**src/rtl/seq_multiplier.sv**
```systemverilog
// Sequential shift-add multiplier with start/busy/done handshake.
// Multiplies WIDTH-bit operands into a 2*WIDTH-bit product. The product is
// unsigned, or two's complement when signed_mode is set.
// The latency is a fixed WIDTH+2 clock edges, whatever the operand values.
// The unit works on magnitudes and applies the sign in a final cycle.
module seq_multiplier #(
  parameter int WIDTH = 4
) (
  input  logic                 clk,
  input  logic                 reset,
  input  logic                 start,
  input  logic                 signed_mode,
  input  logic [WIDTH-1:0]     a,
  input  logic [WIDTH-1:0]     b,
  output logic                 busy,
  output logic                 done,
  output logic [2*WIDTH-1:0]   z
);

  // The counter must hold values from WIDTH-1 down to 0.
  localparam int CW = (WIDTH > 2) ? $clog2(WIDTH) : 1;

  typedef enum logic [1:0] {
    IDLE = 2'd0,
    CALC = 2'd1,
    SIGN = 2'd2
  } state_t;

  state_t                state;
  logic [2*WIDTH:0]      acc;      // upper WIDTH+1 bits: partial sum; lower WIDTH: multiplier
  logic [WIDTH-1:0]      mcand;    // latched multiplicand magnitude
  logic [CW-1:0]         count;    // iterations remaining, minus one
  logic                  neg;      // the result must be negated in SIGN

  logic [WIDTH-1:0]      a_mag;
  logic [WIDTH-1:0]      b_mag;
  logic [WIDTH:0]        acc_sum;
  logic [2*WIDTH:0]      acc_step;
  logic [2*WIDTH-1:0]    mag;

  // Take the operand magnitudes at acceptance.
  // -2^(WIDTH-1) maps onto 2^(WIDTH-1), which still fits in WIDTH unsigned bits.
  always_comb begin
    a_mag = (signed_mode && a[WIDTH-1]) ? (~a + WIDTH'(1)) : a;
    b_mag = (signed_mode && b[WIDTH-1]) ? (~b + WIDTH'(1)) : b;
  end

  // One shift-add step.
  // Add the multiplicand into the upper half when the multiplier LSB is set, then shift right.
  always_comb begin
    acc_sum  = acc[0] ? (acc[2*WIDTH:WIDTH] + {1'b0, mcand}) : acc[2*WIDTH:WIDTH];
    acc_step = {1'b0, acc_sum, acc[WIDTH-1:1]};
    mag      = acc[2*WIDTH-1:0];
  end

  // Control FSM and datapath registers.
  // Reset abandons any operation in flight, and no done pulse follows.
  always_ff @(posedge clk or posedge reset) begin
    if (reset) begin
      state <= IDLE;
      acc   <= '0;
      mcand <= '0;
      count <= '0;
      neg   <= 1'b0;
      busy  <= 1'b0;
      done  <= 1'b0;
      z     <= '0;
    end else begin
      done <= 1'b0;
      case (state)
        IDLE: begin
          if (start) begin
            mcand <= a_mag;
            acc   <= {{(WIDTH+1){1'b0}}, b_mag};
            neg   <= signed_mode & (a[WIDTH-1] ^ b[WIDTH-1]);
            count <= CW'(WIDTH - 1);
            busy  <= 1'b1;
            state <= CALC;
          end
        end
        CALC: begin
          acc   <= acc_step;
          count <= count - CW'(1);
          if (count == '0) begin
            state <= SIGN;
          end
        end
        SIGN: begin
          z     <= neg ? (~mag + (2*WIDTH)'(1)) : mag;
          done  <= 1'b1;
          busy  <= 1'b0;
          state <= IDLE;
        end
        default: begin
          busy  <= 1'b0;
          state <= IDLE;
        end
      endcase
    end
  end

endmodule

```
**config.mk**
```make
export PLATFORM = sky130hd
export DESIGN_NAME = seq_multiplier
export DESIGN_NICKNAME = d
export VERILOG_FILES = /design/src/rtl/seq_multiplier.sv
export SDC_FILE = /design/constraint.sdc
export NUM_CORES = 1
export LEC_CHECK = 0
export BUFFER_PORTS_ARGS = -buffer_cell sky130_fd_sc_hd__buf_2
export CORE_MARGIN = 4
export CORE_UTILIZATION = 28
export CTS_CLUSTER_DIAMETER = 80
export DETAILED_ROUTE_END_ITERATION = 8
export GPL_TIMING_DRIVEN = 0
export PLACE_DENSITY = 0.49
export SYNTH_ARGS = -nofsm -noshare
export SYNTH_HDL_FRONTEND = slang
export SYNTH_SLANG_ARGS = --single-unit
```
**constraint.sdc**
```tcl
create_clock -name clk -period 1.9 [get_ports clk]
set_input_delay 0.285 -clock clk [delete_from_list [all_inputs] [get_ports clk]]
set_output_delay 0.285 -clock clk [all_outputs]
set_load 0.1 [all_outputs]
```
==> impl_metrics.csv <==
group,metric,value,unit
run_status,outcome,"finished, final reports clean",
layout,final_common_cell,"dfrtp_1",
sta,rsz0062_at_grt,"no",
synthesis,synth_area_per_cell,9.603,µm²
layout,diodes,0,
die,chipHeight,80.68,µm
layout,final_cell_mix,"dfrtp_1 (27), nand2_1 (22), buf_2 (21)",
layout,fin_nets,201,
worst_setup_path,critPathMaxStageDelay,390,ps
die,start_util,0.2896,
clock_network,cts_buffers,3,
clock_network,clk_pin_slew,90,ps
sta,fin_skew,1.705,ps
clock_network,clock_latency,270,ps
placed_design,port_buffers,21,
worst_setup_path,crit_path_end_kind,"flop",
clock_network,htreeDepth,1,
placed_design,place_ws,26.40,ps
layout,drive_gt1_frac,0.1899,
sta,setup_violations,0,
routing,post_drt_wl_per_cell,12.31,µm
die,ioPinCount,22,
worst_setup_path,slowest_stage,"or3b_1",
worst_setup_path,start_kind,"flop",
synthesis,synth_seq_area_share,0.4569,
routing,first_pass_iters,4,
routing,via_per_inst,4.486,
worst_setup_path,critPathKind,"flop to flop",
sta,whs,257.8,ps
placed_design,dp_hpwl,2354,µm
sta,maxSlewViolCount,0,
sta,setup_slack,122.2,ps
grt,antenna_found_initial,0,
worst_setup_path,worst_ep_required_time,2060,ps
synthesis,ys_ff_latch,27,
synthesis,synthCells,154,
grt,track_usage,0.1055,
grt,grt_pass1_wl,5361,µm
grt,grt_overflow,0,
synthesis,syn-num-nets,175,
die,floorplan.die_area,0.006508,mm²
synthesis,synth.cell_area,0.001479,mm²
clock_network,postCtsHoldBufs,0,
routing,drcViolationCount,0,
layout,fin_cells,249,
routing,antenna_left,0,
sta,worst_pin_slew,1050,ps
grt,grt_max_degree,28,
sta,max_slew_margin,0.2992,
routing,routed_wl,3065,µm
sta,finalHoldViolations,0,
layout,area_delta_synth_final,16.75,%
sta,tns,0,ps
worst_setup_path,path_cells,"buf_6 -> clkinvlp_4 -> ha_1 -> or3b_1 -> o31ai_2 -> xor2_1 -> o21ai_0",
clock_network,cts_tree,"done",
worst_setup_path,arrival,1930,ps
sta,period_share,0.9357,
routing,initialDrtViolationCount,48,
die,rows,26,
synthesis,ys_types,31,
sta,layout_min_cycle_time,1778,ps
routing,vias,1117,
placed_design,place_inst,245,
sta,fmax,0.5625,GHz
clock_network,clock-root-buffer,"clkbuf_8",
placed_design,gp_congestion,0.7544,
die,die-width,80.68,µm
worst_hold_path,min_path_type,"input port to asynchronous set/reset pin",
worst_setup_path,critPathMaxFanout,9,
clock_network,clk_path_buf_depth,2,
worst_setup_path,reg2reg_depth,7,
die,core_area,0.005107,mm²
synthesis,synth_warnings,0,
run,cap_violations,0,
layout,fillers,527,
clock_network,clock_sinks,27,
grt,grt_pass1_vias,1143,
cell families (layout without fill, tap and decap cells):
kind of cell / count (synthesis) / in the layout / synth area share
compound gates: 43 / 43 / 0.1887
flops: 27 / 27 / 0.4569
buf+inv: 21 / 46 / 0.06429
mux: 4 / 4 / 0.02792
xor+xnor: 10 / 10 / 0.05922
simple gates: 40 / 40 / 0.1218
fa+ha+maj: 9 / 9 / 0.08122
stage by stage:
step | util | cell area (µm²)
final | 0.3381 | 1727
after global routing | 0.3381 | 1727
after CTS | 0.3364 | 1718
after detailed placement | 0.3273 | 1672
after global placement | 0.3273 | 1672
after floorplan | - | 1479
flip-flops by register name, summed over array words and instances (netlist names):
| name | cells |
|---|---|
| state | 2 |
| done | 1 |
| acc | 8 |
| neg | 1 |
| mcand | 4 |
| z | 8 |
| count | 2 |
| busy | 1 |
Yosys cell counts:
cell type  number  area share
mux2i_1         3       0.020
xnor2_1         4       0.024
o22ai_1         2      0.0085
mux2_2          1      0.0076
nand2_1        22       0.056
dfrtp_1        27        0.46
o21ai_1         4       0.014
a22oi_1         1      0.0051
nor2b_1         3       0.013
a21o_1          3       0.015
clkbuf_1        1      0.0025
and2_1          1      0.0042
a32oi_1         2       0.012
o31ai_1         4       0.020
nor3_1          1      0.0034
o32ai_1         2       0.012
a31o_2          1      0.0059
buf_6           2       0.015
fa_1            1       0.014
inv_1          17       0.043
o41ai_4         1       0.019
nor2_1          7       0.018
xor2_1          6       0.036
or4_4           1      0.0076
nand3_1         3       0.010
a21oi_1         7       0.024
ha_1            8       0.068
o21ai_0        16       0.054
or3b_1          1      0.0059
and3_1          1      0.0042
clkbuf_2        1      0.0034
area by class of cell:
| type | instances | area [µm²] | share of cell area |
|---|---|---|---|
| multi-input combinational | 106 | 713.2 | 0.4130 |
| timing repair buffer | 21 | 105.1 | 0.06087 |
| inverter | 17 | 67.56 | 0.03913 |
| buffer | 4 | 31.28 | 0.01812 |
| clock buffer | 3 | 41.29 | 0.02391 |
| sequential | 27 | 675.6 | 0.3913 |
| tap | 70 | 87.58 | 0.05072 |
| clock inverter | 1 | 5.005 | 0.002899 |
worst paths after layout:
kind / from / endpoint / slack, ps
worst max-delay path: acc[0] / z[6] / 120
worst min-delay path: reset / z[0] / 260
worst max register to register: acc[0] / z[6] / 120
worst min register to register: z[4] / z[4] / 480
max in group asynchronous: reset / busy / 1010
min in group clk: a[3] / mcand[3] / 280
critical path: cells and delay by family, from the launching register on:
family / cells / cell delay [ps]
xor gates and xnor gates: 1 / 160
buffers and inverters: 2 / 250
adders and majority gates: 1 / 180
DFF: 1 / 380
and+or+nand+nor: 1 / 390
AOI/OAI and AO/OA: 2 / 300
per-layer routing:
layer	up-vias	routed length, µm	global-route usage
met5	-	0	0
met4	0	0	0.02196
met3	0	139	0.03251
met2	20	1380	0.1722
met1	522	1545	0.1370
li1	575	-	-
what timing repair did:
action	4_1_cts	5_1_grt
setup buffers	0	0
resized for setup	0	2
endpoints found under the setup margin	0	1
Power is left out: the tool's default activity adds up to more than one toggle a clock period on the data nets, which glitch-free logic cannot reach.
